--- src/rtl/seq_divider_if.sv ---
// Operand/result bundle for seq_divider: request side (E, START, SGN, A, B)
// driven by the master, result side (Q, REM, BUSY, DONE, DZ, OV) by the divider.
interface seq_divider_if #(
    parameter int C_NUM_BITS = 8
);
    logic                  E;
    logic                  START;
    logic                  SGN;
    logic [C_NUM_BITS-1:0] A;
    logic [C_NUM_BITS-1:0] B;
    logic [C_NUM_BITS-1:0] Q;
    logic [C_NUM_BITS-1:0] REM;
    logic                  BUSY;
    logic                  DONE;
    logic                  DZ;
    logic                  OV;

    modport master (
        output E, START, SGN, A, B,
        input  Q, REM, BUSY, DONE, DZ, OV
    );

    modport slave (
        input  E, START, SGN, A, B,
        output Q, REM, BUSY, DONE, DZ, OV
    );
endinterface

--- src/rtl/seq_divider.sv ---
// Iterative restoring divider: one quotient bit per enabled cycle, signed or
// unsigned per operation, with divide-by-zero and signed-overflow flags.
module seq_divider #(
    parameter int C_NUM_BITS = 8,
    parameter int C_CNT_BITS = $clog2(C_NUM_BITS + 1)
) (
    input  logic         CK,
    input  logic         R,
    seq_divider_if.slave bus
);
    localparam logic [C_NUM_BITS-1:0] MOST_NEG = {1'b1, {(C_NUM_BITS-1){1'b0}}};

    typedef enum logic [1:0] {S_IDLE, S_RUN, S_FIX} state_t;

    state_t                state;
    state_t                state_nxt;

    logic [C_NUM_BITS-1:0] b_abs;
    logic [C_NUM_BITS-1:0] quo;
    logic [C_NUM_BITS-1:0] rem_acc;
    logic [C_CNT_BITS-1:0] cnt;
    logic                  a_neg;
    logic                  q_neg;
    logic                  dz_pend;
    logic                  ov_pend;

    logic [C_NUM_BITS:0]   rem_ext;
    logic [C_NUM_BITS:0]   trial;
    logic                  step_bit;
    logic [C_NUM_BITS-1:0] step_rem;

    logic [C_NUM_BITS-1:0] q_r;
    logic [C_NUM_BITS-1:0] rem_r;
    logic                  done_r;
    logic                  dz_r;
    logic                  ov_r;

    function automatic logic [C_NUM_BITS-1:0] mag(input logic [C_NUM_BITS-1:0] v,
                                                  input logic sgn);
        return (sgn && v[C_NUM_BITS-1]) ? -v : v;
    endfunction

    // NOTE: sequential state uses non-blocking (<=) so every register samples
    // pre-edge values; blocking (=) here would create order-dependent chains.
    always_ff @(posedge CK) begin
        if (R) begin
            state <= S_IDLE;
        end else if (bus.E) begin
            state <= state_nxt;
        end
    end

    // NOTE: every always_comb output gets a default first, so no path can
    // leave it unassigned and infer a latch.
    always_comb begin
        state_nxt = state;
        unique case (state)
            S_IDLE: if (bus.START) state_nxt = (bus.B == '0) ? S_FIX : S_RUN;
            S_RUN:  if (cnt == C_CNT_BITS'(1)) state_nxt = S_FIX;
            S_FIX:  state_nxt = S_IDLE;
            default: state_nxt = S_IDLE;
        endcase
    end

    // Trial subtraction in N+1 bits: rem_ext < 2*|B|, so the top bit is a
    // reliable sign for the difference.
    always_comb begin
        rem_ext  = {rem_acc, quo[C_NUM_BITS-1]};
        trial    = rem_ext - {1'b0, b_abs};
        step_bit = ~trial[C_NUM_BITS];
        step_rem = step_bit ? trial[C_NUM_BITS-1:0] : rem_ext[C_NUM_BITS-1:0];
    end

    // NOTE: working registers carry no reset; they are always loaded on an
    // accepted START before being read, and leaving them out keeps reset fanout
    // off the datapath.
    always_ff @(posedge CK) begin
        if (bus.E) begin
            unique case (state)
                S_IDLE: begin
                    if (bus.START) begin
                        b_abs   <= mag(bus.B, bus.SGN);
                        // Divide-by-zero skips RUN and reports the raw dividend.
                        quo     <= (bus.B == '0) ? bus.A : mag(bus.A, bus.SGN);
                        rem_acc <= '0;
                        cnt     <= C_CNT_BITS'(C_NUM_BITS);
                        a_neg   <= bus.SGN & bus.A[C_NUM_BITS-1];
                        q_neg   <= bus.SGN & (bus.A[C_NUM_BITS-1] ^ bus.B[C_NUM_BITS-1]);
                        dz_pend <= (bus.B == '0);
                        ov_pend <= bus.SGN && (bus.A == MOST_NEG) && (bus.B == '1);
                    end
                end
                S_RUN: begin
                    rem_acc <= step_rem;
                    quo     <= {quo[C_NUM_BITS-2:0], step_bit};
                    cnt     <= cnt - C_CNT_BITS'(1);
                end
                default: ;
            endcase
        end
    end

    always_ff @(posedge CK) begin
        if (R) begin
            q_r    <= '0;
            rem_r  <= '0;
            done_r <= 1'b0;
            dz_r   <= 1'b0;
            ov_r   <= 1'b0;
        end else if (bus.E) begin
            done_r <= 1'b0;
            if (state == S_FIX) begin
                done_r <= 1'b1;
                dz_r   <= dz_pend;
                ov_r   <= ov_pend;
                if (dz_pend) begin
                    q_r   <= '1;
                    rem_r <= quo;
                end else begin
                    q_r   <= q_neg ? -quo : quo;
                    rem_r <= a_neg ? -rem_acc : rem_acc;
                end
            end
        end
    end

    assign bus.Q    = q_r;
    assign bus.REM  = rem_r;
    assign bus.BUSY = (state != S_IDLE);
    assign bus.DONE = done_r;
    assign bus.DZ   = dz_r;
    assign bus.OV   = ov_r;
endmodule
--- src/flat_wrapper.sv ---
// flat-port wrapper written by rule: the top's interface ports become plain ports
module seq_divider_flat 
#(
    parameter int C_NUM_BITS = 8,
    parameter int C_CNT_BITS = $clog2(C_NUM_BITS + 1)
)
  (CK, R, bus_E, bus_START, bus_SGN, bus_A, bus_B, bus_Q, bus_REM, bus_BUSY, bus_DONE, bus_DZ, bus_OV);
  seq_divider_if #(.C_NUM_BITS(C_NUM_BITS)) bus_i ();
  input  logic CK;
  input  logic R;
  input wire logic [$bits(bus_i.E)-1:0] bus_E;
  input wire logic [$bits(bus_i.START)-1:0] bus_START;
  input wire logic [$bits(bus_i.SGN)-1:0] bus_SGN;
  input wire logic [$bits(bus_i.A)-1:0] bus_A;
  input wire logic [$bits(bus_i.B)-1:0] bus_B;
  output wire logic [$bits(bus_i.Q)-1:0] bus_Q;
  output wire logic [$bits(bus_i.REM)-1:0] bus_REM;
  output wire logic [$bits(bus_i.BUSY)-1:0] bus_BUSY;
  output wire logic [$bits(bus_i.DONE)-1:0] bus_DONE;
  output wire logic [$bits(bus_i.DZ)-1:0] bus_DZ;
  output wire logic [$bits(bus_i.OV)-1:0] bus_OV;
  assign bus_i.E = bus_E;
  assign bus_i.START = bus_START;
  assign bus_i.SGN = bus_SGN;
  assign bus_i.A = bus_A;
  assign bus_i.B = bus_B;
  assign bus_Q = bus_i.Q;
  assign bus_REM = bus_i.REM;
  assign bus_BUSY = bus_i.BUSY;
  assign bus_DONE = bus_i.DONE;
  assign bus_DZ = bus_i.DZ;
  assign bus_OV = bus_i.OV;
  seq_divider #(.C_NUM_BITS(C_NUM_BITS), .C_CNT_BITS(C_CNT_BITS)) u_core (.CK(CK), .R(R), .bus(bus_i));
endmodule
--- config.mk ---
export PLATFORM = sky130hd
export DESIGN_NAME = seq_divider_flat
export DESIGN_NICKNAME = d
export VERILOG_FILES = /design/src/rtl/seq_divider_if.sv /design/src/rtl/seq_divider.sv /design/src/flat_wrapper.sv
export SDC_FILE = /design/constraint.sdc
export NUM_CORES = 1
export LEC_CHECK = 0
export BUFFER_PORTS_ARGS = -buffer_cell sky130_fd_sc_hd__buf_2
export CAP_MARGIN = 5
export CORE_ASPECT_RATIO = 2
export CORE_MARGIN = 2
export CORE_UTILIZATION = 36
export DETAILED_ROUTE_END_ITERATION = 7
export SLEW_MARGIN = 20
export SYNTH_ARGS = -nofsm -noshare
export SYNTH_HDL_FRONTEND = slang
export SYNTH_SLANG_ARGS = --single-unit
export TNS_END_PERCENT = 100
--- constraint.sdc ---
create_clock -name CK -period 4.8 [get_ports CK]
set_input_delay 0.24 -clock CK [delete_from_list [all_inputs] [get_ports CK]]
set_output_delay 0.24 -clock CK [all_outputs]
set_load 0.02 [all_outputs]
Yosys cells after proc, flatten, opt, wreduce, memory -nomap -nowiden
Index checks and enable logic that the tools add are counted.
W data, S select, Z words.
{ "word_totals": {"ff_bits": 53, "out_inout_bits": 20, "elab_cells": 62} }
{ "op_classes": {"n_addsub": 6, "eq_ne": 7, "n_mux": 19, "bitwise": 4, "reduce_logical": 12} }
{ "ops": {"columns": ["cell", "n"], "rows": [
  ["$mux W8", 10],
  ["$neg A8 Y8", 4],
  ["$pmux W8 S2", 2],
  ["$eq A8 B8 Y1 const B", 2],
  ["$reduce_and A3 Y1", 3],
  ["$sub A9 B8 Y9", 1],
  ["$logic_not A8 Y1", 1],
  ["$pmux W4 S2", 1],
  ["$mux W2", 3],
  ["$eq A4 B1 Y1 const B", 1],
  ["$logic_and A1 B1 Y1", 4],
  ["$mux W4", 1],
  ["$pmux W2 S2", 1],
  ["$reduce_bool A2 Y1", 2],
  ["$sub A4 B1 Y4 const B", 1],
  ["$and A1 B1 Y1", 2],
  ["$eq A2 B1 Y1 const B", 1],
  ["$eq A2 B2 Y1 const B", 1],
  ["$logic_not A2 Y1", 1],
  ["$ne A2 B1 Y1 const B", 1],
  ["$ne A2 B2 Y1 const B", 1],
  ["$reduce_and A2 Y1", 1],
  ["$mux W1", 1],
  ["$not A1 Y1", 1],
  ["$xor A1 B1 Y1", 1]
]} }

Logic depth before layout (Yosys ltp)
Gate-level depths: netlist of the first run.
{ "depth": {"depth_word": 5, "depth_mapped": 10, "depth_no_buf": 9} }

Worst setup path before layout of the first run
Ideal clock, no wire load.
{ "synth_path": {"path_type": "register to register", "start": "register u_core.state[0]", "end": "register u_core.state[1]", "arrival_ns": 2.360, "t_required_ns": 4.729, "path_slack_ns": 2.369, "stages_incl_launch_ff": 6, "n_path_buf": 0, "cell_sequence": "dfxtp_1 > nor2_1 > nor3_1 > nor2b_1 > o21ai_0 > a21oi_1"} }
{ "synth_between": {"elab_chain_cells": 3, "word_cells_on_any_way": 6, "cone_classes": "eq/ne (3); mux (1); reduce/logical (2)"} }
{ "synth_rtl": {"columns": ["item", "line", "source"], "rows": [
  ["from (decl)", "seq_divider.sv:15", "state_t state;"],
  ["from (signal assigned)", "seq_divider.sv:49", "state <= state_nxt;"],
  ["$eq A2 B1 Y1 / $logic_not A2 Y1 (equally long branches)", "seq_divider.sv:57", "unique case (state)"],
  ["$ne A2 B1 Y1 (no source line) / $ne A2 B2 Y1 (equally long branches)", null, null],
  ["$reduce_and A3 Y1 (no source line)", null, null]
]} }
Parallel ways exist; a longest one is shown, timed or not.
A chain may end at the register's enable or synchronous reset.

Worst setup path after layout of the first run
{ "layout_path": {"start": "register u_core.quo[7]", "end": "register u_core.rem_acc[3], data pin"} }
{ "layout_between": {"elab_chain_cells": 3} }
{ "layout_rtl": {"columns": ["item", "line", "source"], "rows": [
  ["from (decl)", "seq_divider.sv:19", "logic [C_NUM_BITS-1:0] quo;"],
  ["from (signal assigned)", "seq_divider.sv:84", "quo <= (bus.B == '0) ? bus.A : mag(bus.A, bus.SGN);"],
  ["from (signal assigned)", "seq_divider.sv:95", "quo <= {quo[C_NUM_BITS-2:0], step_bit};"],
  ["$sub A9 B8 Y9", "seq_divider.sv:69", "trial = rem_ext - {1'b0, b_abs};"],
  ["$mux W8", "seq_divider.sv:71", "step_rem = step_bit ? trial[C_NUM_BITS-1:0] : rem_ext[C_NUM_BITS-1:0];"],
  ["$pmux W8 S2", "seq_divider.sv:79", "unique case (state)"],
  ["to (signal assigned)", "seq_divider.sv:94", "rem_acc <= step_rem;"],
  ["to (decl)", "seq_divider.sv:20", "logic [C_NUM_BITS-1:0] rem_acc;"]
]} }
No other way between the ends.

==> results of run 1 <==
-- cell usage in the layout, fill, tap and decap left out, types with 3 or more instances in the layout --
cell type,synthesis,layout
buf_2,1,40
nor2_1,35,35
nand2_1,32,32
edfxtp_1,32,32
a21oi_1,28,28
inv_1,26,26
dfxtp_1,21,21
nor3_1,21,20
xnor2_1,15,15
ha_1,15,15
o21ai_0,13,13
xor2_1,12,12
o31ai_1,6,6
or3_1,5,5
o211ai_1,5,5
a211oi_1,5,5
mux2i_1,5,5
clkbuf_16,0,5
nand2b_1,4,4
o21a_1,4,4
or2_2,3,3
nand3_1,3,3
nor2b_1,3,3
or4_1,3,3
-- worst max path at each step --
stage	endpoint	start	cells after the start	slack, ns
CTS	u_core.rem_acc[3]	u_core.quo[7]	9	1.81
global placement	u_core.rem_acc[5]	u_core.quo[7]	9	1.91
global route	u_core.rem_acc[5]	u_core.quo[7]	9	1.62
detailed placement	u_core.rem_acc[3]	u_core.quo[7]	9	1.83
floorplan	u_core.state[1]	u_core.state[0]	5	2.37
finish	u_core.rem_acc[3]	u_core.quo[7]	9	1.84
-- area by class of cell --
cell class / count / area (µm²) / share of cell area, %
well taps: 100 / 125 / 3.48
clock buffers: 5 / 125 / 3.48
repair buffers: 42 / 215 / 5.98
inverters: 26 / 97.6 / 2.71
flip-flops and latches: 53 / 1380 / 38.4
clock inverters: 3 / 65.1 / 1.81
multi-input cells: 247 / 1590 / 44.2
-- kinds of logic after synthesis --
family / after synthesis / synth area share, %
buf+inv: 38 / 4.63
compound gates: 78 / 16.1
xor+xnor: 27 / 7.62
flops: 53 / 44.5
fa+ha+maj: 16 / 6.69
mux: 6 / 1.98
simple gates: 120 / 18.5
-- stage by stage --
step                      instance area (µm²)  power, mW  hold WS, ns  instances  setup WS [ns]
final                                    3600       1.26        0.186        476           1.84
after global routing                     3600       1.33        0.204        476           1.62
after detailed placement                 3410      0.816        0.445        468           1.83
after CTS                                3600       1.28        0.188        476           1.81
after floorplan                          3100      0.749        0.319        338           2.37
after global placement                   3410      0.811        0.440        468           1.91
-- power by group through the flow --
stage               Combinational [mW]  Sequential, mW  Clock, mW
floorplan                        0.189           0.559          0
global placement                 0.243           0.568          0
detailed placement               0.247           0.569          0
CTS                              0.248           0.559      0.470
global route                     0.277           0.564      0.484
finish                           0.245           0.559      0.461
-- registers in the layout, summed over array words and instances (netlist names) --
| register | count |
|---|---|
| u_core.bus.DZ | 1 |
| u_core.bus.REM | 8 |
| u_core.bus.DONE | 1 |
| u_core.state | 2 |
| u_core.dz_pend | 1 |
| u_core.quo | 8 |
| u_core.q_neg | 1 |
| u_core.bus.OV | 1 |
| u_core.bus.Q | 8 |
| u_core.ov_pend | 1 |
| u_core.rem_acc | 8 |
| u_core.a_neg | 1 |
| u_core.cnt | 4 |
| u_core.b_abs | 8 |
-- worst reg2reg max path, delay by kind of cell (launching register included) --
family                   cells  cell delay, ns
AO/OA/AOI/OAI                4            1.09
adder cells (fa/ha/maj)      2            0.59
buffers and inverters        2            0.15
flip-flops                   1            0.42
AND/OR/NAND/NOR              1            0.51
-- routing by layer --
layer  vias to the layer above  global-route usage [%]  wire length (µm)  part of all wire, %
met4                         0                    5.88               157                  2.4
met2                        36                    28.0              3650                   56
met1                      1143                    14.0              2530                   39
met3                        11                    2.60               219                  3.3
met5                         -                       0                 0                    0
li1                       1274                       -                 -                    -
-- cells in the mapped netlist, drive strengths merged, types with 4 or more instances --
master	count
xnor2	15
o31ai	6
o211ai	5
clkbuf	9
or3	5
a211oi	5
nand2	32
nand2b	4
nor3	21
a21oi	29
inv	26
mux2i	5
edfxtp	32
o21ai	13
nor2	35
xor2	12
o21a	4
dfxtp	21
ha	15
==> summary.md, run 1 <==
| Metric | Value |
|---|---|
| Comb pwr share | 19.4% |
| Worst Hold Path EP | u_core.b_abs[0] |
| Syn avg cell area | just over 9 µm² |
| Largest cells by area after synthesis | edfxtp_1 31%, dfxtp_1 14%, ha_1 6.0%, a21oi_1 4.5%, nor2_1 4.2% |
| DRC violations left | 0 |
| Switching power total | 0.337 mW |
| Reg2Reg Setup Slack | 1.84 ns |
| Worst EP required | 4.92 ns |
| Avg WL per Cell | approximately 14 µm |
| Hpwl dp | 5190 µm |
| Via/cell ratio | 5.18 |
| Total CTS buffers | 5 |
| Crit share post-route | 61.7% |
| Leak pwr | 1.46 nW |
| Final ANT Viol Nets | 0 |
| Worst Reg-to-Reg Cells | 9 |
| Area Overhead vs Synth | 16.0% |
| Initial Util | a little over a third |
| Core area | 8530 µm² |
| Ys Warns | 0 |
| Clk_lat worst skew | 0.30 ns |
| Max-Cap Viols | 0 |
| Worst Min Path Start | bus_B[0] |
| Synth Instances | 338 |
| Least-Margin Pin Slew | 1.07 ns |
| Setup TNS | 0 ns |
| #FFs+latches synth | 53 |
| Hold depth | 1 |
| Clock buffer depth | 2 |
| Die height | 135 µm |
| Buf/Inv on CP | 2 |
| Outcome | completed |
| CTS H-tree lvls | 2 |
| Final WL | around 6600 µm |
| Arrival time worst endpoint | 3.08 ns |
| Min Tclk post-route | 2.96 ns |
| Pre-Repair DR Iteration Count | 4 |
| # rows | 48 |
| Pin count of the biggest net entering global routing | 30 |
| Slew headroom | 28.4% |
| Setup violators final | 0 |
| Sequential area share after synthesis | approximately 44% |
| R2r endpoint | u_core.rem_acc[3] |
| Reg power frac | 44.2% |
| Critical-path cell list | inv_1 -> ha_1 -> inv_1 -> fa_1 -> a211oi_1 -> o21a_1 -> o211ai_1 -> or3b_1 -> a21oi_1 |
| Fmax | 338 MHz |
| CP Class | register to register |
| Synth Net Count | 375 |
| Hold Path Class | input port to register |
| Ratio of cells with drive above 1 in the final layout | around 16% |
| GRT Overall Usage | between 10 and 15% |
| Initial antenna violation count | 0 |
| Cts hold-fix bufs | 0 |
| Number of top-level pins | 41 |
| Peak supply drop | 0.150 mV |
| CTS root buf | clkbuf_16 |
| Synth Cell Area | about 3100 µm² |
| Max stage delay on crit path | approximately 0.51 ns |
| Sw Ratio | 26.6% |
| Clock power frac | a little over a third |
| Final Util | 42.2% |
| Biggest area consumer among synthesized cells | edfxtp_1 |
| Crit path top cell by count | inv_1 |
| Final GP Congestion | 0.927 |
| Power Density | 351 nW/µm² |
| ANT cells | 0 |
| Top-area cell type share of the netlist area | 31.0% |
| EDFF count, synth | 32 |
| RSZ-0062 raised after global routing | no |
| Unique masters post-synth | 49 |
| PortBufs | 40 |
| Cell-internal power | 0.928 mW |
| Die W | around 70 µm |
| Gr ovfl total | 0 |
| Vias in the first global route | 2269 |
| Setup Skew | 0.00398 ns |
| DR vias | 2464 |
| First-pass GRT wire length | 10700 µm |
| Layout fillers | 853 |
| Primary FF master, synth | edfxtp_1 |
| PostCTS Resize Cnt | 0 |
| Fin nets | 412 |
| Top delay family on crit path | compound AO/OA/AOI/OAI gates |
| Critical Path End Type | register |
| Die area | 9430 µm² |
| Fraction of registers with async set/reset | 0% |
| Worst-path fanout max | 14 |
| Drt initial violations | 86 |
| Reg2reg start | u_core.quo[7] |
| Startpoint Class | register |
| Clk pin slew, worst setup/hold paths | 0.07 ns |
| CTS tree | built |
| Slowest CP cell | or3b_1 |
| CTS sink cnt | between 50 and 60 |
| Final hold violation count | 0 |
| Slew Viols, Final | 0 |
| Post-CTS Setup Bufs | 0 |
No activity file was read; power rests on OpenSTA's default activity.
==> run 2: changes to the inputs <==
- clock period: 4.8 -> 2.6 ns (I/O delays scaled with it)
==> summary.md, run 2 (synthesis results as in run 1) <==
| Metric | Value |
|---|---|
| Outcome | completed |
| PortBufs | 40 |
| Gr ovfl total | 0 |
| Slew headroom | between 40% and 50% |
| First-pass GRT wire length | 11100 µm |
| Max stage delay on crit path | 0.40 ns |
| GRT Overall Usage | around 15% |
| Ratio of cells with drive above 1 in the final layout | 21.1% |
| Top delay family on crit path | compound AO/OA/AOI/OAI gates |
| Pre-Repair DR Iteration Count | 4 |
| Commonest cells after routing, fill and taps aside | 40 x buf_2, 35 x nor2_1, 32 x nand2_1, 32 x edfxtp_1, 27 x a21oi_1 |
| Cts hold-fix bufs | 0 |
| CTS root buf | clkbuf_16 |
| Worst Min Path Start | bus_B[0] |
| Hpwl dp | approximately 5500 µm |
| # rows | 48 |
| DR vias | 2540 |
| Placed Cells incl. Taps | 483 |
| Met2 GRT Util | roughly 30% |
| Setup violators final | 0 |
| Peak supply drop | ~0.32 mV |
| DRC violations left | 0 |
| Arrival time worst endpoint | between 2 and 3 ns |
| Initial Util | around 36% |
| Setup TNS | 0 ns |
| Final ANT Viol Nets | 0 |
| Crit share post-route | 94.0% |
| Critical-path cell list | inv_2 -> ha_2 -> inv_1 -> fa_2 -> a211oi_2 -> o21a_1 -> o211ai_1 -> buf_4 -> or2_2 -> a21oi_2 |
| Final WL | around 6900 µm |
| Fmax | about 400 MHz |
| Power Density | 625 nW/µm² |
| Clk pin slew, worst setup/hold paths | 0.07 ns |
| Worst Hold Path EP | u_core.b_abs[0] |
| Leak pwr | approximately 1.5 nW |
| Fin nets | 430 |
| Vias in the first global route | 2426 |
| Layout fillers | between 800 and 900 |
| Max-Cap Viols | 0 |
| Area Overhead vs Synth | 20.6% |
| Critical Path End Type | register |
| Pin count of the biggest net entering global routing | 25 |
| Reg2reg start | u_core.quo[7] |
| Reg2Reg Setup Slack | 0.16 ns |
| Worst-path fanout max | 6 |
| Hold depth | 1 |
| Worst Reg-to-Reg Cells | 10 |
| GR peak layer | met2 |
| Number of top-level pins | 41 |
| M1 GR Usage | ~14% |
| Fin cells | 494 |
| Commonest non-fill, non-tap cell in the layout | buf_2 |
| Avg WL per Cell | roughly 14 µm |
| Least-Margin Pin Slew | 0.776 ns |
| Drt initial violations | 82 |
| Buf/Inv on CP | 3 |
| Met3 global-route usage | 2.31% |
| Final hold violation count | 0 |
| Via/cell ratio | 5.14 |
| Clk_lat worst skew | 0.30 ns |
| Die height | 135 µm |
| Final GP Congestion | 0.802 |
| Startpoint Class | register |
| CTS tree | built |
| Total CTS buffers | 5 |
| Hold Path Class | input port to register |
| ANT cells | 0 |
| Initial antenna violation count | 0 |
| Setup Skew | 0.00744 ns |
| Clock buffer depth | 2 |
| CP Class | register to register |
| CTS sink cnt | 53 |
| Die area | ~9400 µm² |
| Core area | about 8500 µm² |
| Min Tclk post-route | 2.44 ns |
| Die W | about 70 µm |
| Slew Viols, Final | 0 |
| CTS H-tree lvls | 2 |
| Worst EP required | roughly 2.8 ns |
| Slowest CP cell | edfxtp_1 |
| R2r endpoint | u_core.rem_acc[0] |
==> run 2: report_power, final <==
part	leakage, nW	internal, mW	switching, mW
Clock	0.0908	0.478	0.310
Sequential	0.474	0.965	0.0570
Combinational	0.981	0.244	0.285
Total	1.55	1.69	0.652
==> run 2: repair_timing <==
item	CTS	global route
gates resized for setup	0	5
endpoints found under the setup margin	0	8
setup buffers	0	3
==> run 2: through the flow <==
| stage | cell area, µm² | utilization [%] | total power, mW | setup WS, ns | hold WS (ns) |
|---|---|---|---|---|---|
| after global routing | 3740 | 43.9 | 2.46 | -0.0143 | 0.0840 |
| after CTS | 3710 | 43.5 | 2.35 | 0.000603 | 0.0720 |
| after floorplan | 3100 | - | 1.38 | 0.169 | 0.209 |
| after global placement | 3520 | 41.3 | 1.54 | 0.117 | 0.384 |
| after detailed placement | 3520 | 41.3 | 1.55 | 0.0336 | 0.384 |
| final | 3740 | 43.9 | 2.34 | 0.155 | 0.0786 |
==> run 2: how the worst max path moves through the flow <==
stage / startpoint / endpoint / slack [ns] / cells after the start
after floorplan: u_core.state[0] / u_core.state[1] / 0.17 / 5
after global placement: u_core.quo[7] / u_core.rem_acc[0] / 0.12 / 10
after detailed placement: u_core.quo[7] / u_core.rem_acc[0] / 0.03 / 10
after CTS: u_core.quo[7] / u_core.rem_acc[0] / 0.0006 / 10
after global routing: u_core.quo[7] / u_core.rem_acc[0] / -0.01 / 10
final: u_core.quo[7] / u_core.rem_acc[0] / 0.16 / 10
==> run 2: cell type report <==
class                   count  area (µm²)  area share (%)
clock buffers               7         175            4.68
inverters                  26        97.6            2.61
multi-input cells         247        1600            42.9
flip-flops and latches     53        1380            36.9
repair buffers             60         350            9.36
clock inverters             1        8.76           0.234
well taps                 100         125            3.34
==> run 2: worst register-to-register path, stage by stage (launching register included) <==
cell and delay, ns:
edfxtp_1 0.40, inv_2 0.08, ha_2 0.17, inv_1 0.05, fa_2 0.34, a211oi_2 0.29, o21a_1 0.18, o211ai_1 0.18
buf_4 0.23, or2_2 0.28, a21oi_2 0.11
==> run 2: routing by layer <==
layer | up-vias | wire length, µm | share of wire, %
li1 | 1310 | - | -
met1 | 1184 | 2630 | 38
met2 | 38 | 3920 | 57
met3 | 8 | 213 | 3.1
met4 | 0 | 161 | 2.3
met5 | - | 0 | 0
==> run 3: changes to the inputs <==
- clock period: 2.6 -> 3.16 ns (I/O delays scaled with it)
==> summary.md, run 3 (synthesis results as in run 1) <==
| Metric | Value |
|---|---|
| CTS H-tree lvls | 2 |
| CTS root buf | clkbuf_16 |
| Die area | 9430 µm² |
| Via/cell ratio | around 5.2 |
| Outcome | completed |
| Worst EP required | 3.29 ns |
| Clock buffer depth | 2 |
| Hpwl dp | 5390 µm |
| Gr ovfl total | 0 |
| Hold Path Class | input port to register |
| Initial antenna violation count | 0 |
| CTS tree | built |
| Drt initial violations | 104 |
| Clock power frac | 30.6% |
| Fin worst setup slack | 0.290 ns |
| Avg WL per Cell | 14.0 µm |
| Vias in the first global route | 2411 |
| Reg2reg start | u_core.quo[7] |
| Min Tclk post-route | 2.87 ns |
| Initial Util | ~36% |
| Max-Cap Viols | 0 |
| Core area | 8530 µm² |
| Arrival time worst endpoint | roughly 3 ns |
| Worst Hold Path EP | u_core.b_abs[0] |
| Final WL | ~6700 µm |
| Power Density | 495 nW/µm² |
| Final ANT Viol Nets | 0 |
| Area Overhead vs Synth | 15.0% |
| Number of top-level pins | 41 |
| Die W | approximately 70 µm |
| GRT Overall Usage | 15.0% |
| Pin count of the biggest net entering global routing | 30 |
| PostCTS Resize Cnt | 0 |
| Comb pwr share | 21.3% |
| Clk_lat worst skew | 0.29 ns |
| Final GP Congestion | 0.882 |
| Final hold violation count | 0 |
| # rows | 48 |
| Commonest non-fill, non-tap cell in the layout | buf_2 |
| Worst Min Path Start | bus_B[0] |
| Crit share post-route | 90.8% |
| RSZ-0062 raised after global routing | no |
| Leak pwr | 1.44 nW |
| Setup TNS | 0 ns |
| Pre-Repair DR Iteration Count | 4 |
| Setup Skew | 0.00553 ns |
| Commonest cells after routing, fill and taps aside | 40 x buf_2, 35 x nor2_1, 32 x nand2_1, 32 x edfxtp_1, 28 x a21oi_1 |
| Reg2Reg Setup Slack | 0.29 ns |
| R2r endpoint | u_core.rem_acc[3] |
| Post-CTS Setup Bufs | 0 |
| Startpoint Class | register |
| ANT cells | 0 |
| Worst-path fanout max | 11 |
| Least-Margin Pin Slew | between 0.9 and 1 ns |
| Switching power total | approximately 0.5 mW |
| PortBufs | 40 |
| Die height | 135 µm |
| Hold depth | 1 |
| Ratio of cells with drive above 1 in the final layout | between 10% and 20% |
| Clk pin slew, worst setup/hold paths | 0.07 ns |
| Critical Path End Type | register |
| Setup violators final | 0 |
| Cell-internal power | 1.25 mW |
| Fmax | 348 MHz |
| Worst Reg-to-Reg Cells | 9 |
| Reg power frac | a little under half |
| Sw Ratio | between 20% and 30% |
| CTS sink cnt | 53 |
| Slew headroom | 33.3% |
| First-pass GRT wire length | 11300 µm |
| Slew Viols, Final | 0 |
| Peak supply drop | 0.230 mV |
| DR vias | between 2000 and 3000 |
| Fin nets | 414 |
| Total CTS buffers | 5 |
| CP Class | register to register |
| Layout fillers | 873 |
| Cts hold-fix bufs | 0 |
| DRC violations left | 0 |
| Pre-CTS setup slack | roughly 0.27 ns |
[run 3: changes by cell type in the layout (fill, tap and decap cells not counted), sizes merged]
cell	previous run	this run
buf	60	44
clkbuf	7	6
clkinvlp	0	2
inv	27	26
[run 3: layer usage]
| metal | track usage [%] | up-vias | part of all wire (%) |
|---|---|---|---|
| met3 | 2.53 | 15 | 3.1 |
| met4 | 8.01 | 0 | 3.8 |
| met1 | 14.8 | 1167 | 37 |
| li1 | - | 1277 | - |
| met5 | 0 | - | 0 |
| met2 | 29.2 | 44 | 56 |
[run 3: how the worst max path moves through the flow]
stage | start | endpoint | slack (ns)
6_report | u_core.quo[7] | u_core.rem_acc[3] | 0.29
5_1_grt | u_core.quo[7] | u_core.rem_acc[3] | 0.01
4_1_cts | u_core.quo[7] | u_core.rem_acc[3] | 0.25
3_5_place_dp | u_core.quo[7] | u_core.rem_acc[3] | 0.27
3_3_place_gp | u_core.quo[7] | u_core.rem_acc[3] | 0.35
2_1_floorplan | u_core.state[0] | u_core.state[1] | 0.73
[run 3: power by group through the flow]
stage	registers (mW)	clock network (mW)	logic, mW
after global routing	0.857	0.582	0.433
after CTS	0.850	0.562	0.382
after floorplan	0.850	0	0.288
after global placement	0.863	0	0.374
final	0.850	0.542	0.377
after detailed placement	0.865	0	0.381
[run 3: critical path, stage by stage (launching register included)]
cell and delay, ns:
edfxtp_1 0.43, inv_1 0.11, ha_1 0.18, inv_1 0.06
fa_1 0.42, a211oi_1 0.31, o21a_1 0.19, o211ai_1 0.38
or3b_1 0.49, a21oi_1 0.15
[run 3: cell type report]
class	count	area [µm²]	share of cell area, %
Timing Repair Buffer	44	230	6.45
Clock inverter	2	15.0	0.420
Sequential cell	53	1380	38.7
Clock buffer	6	129	3.61
Inverter	26	97.6	2.73
Tap cell	100	125	3.50
Multi-Input combinational cell	247	1590	44.6
[run 3: stage by stage]
stage	instances	hold WS [ns]	cell area, µm²	power [mW]	util [%]
after floorplan	338	0.237	3100	1.14	-
after global placement	470	0.410	3420	1.24	40.2
after detailed placement	470	0.411	3420	1.25	40.2
after CTS	478	0.0995	3570	1.79	41.8
after global routing	478	0.118	3570	1.87	41.9
final	478	0.108	3570	1.77	41.9
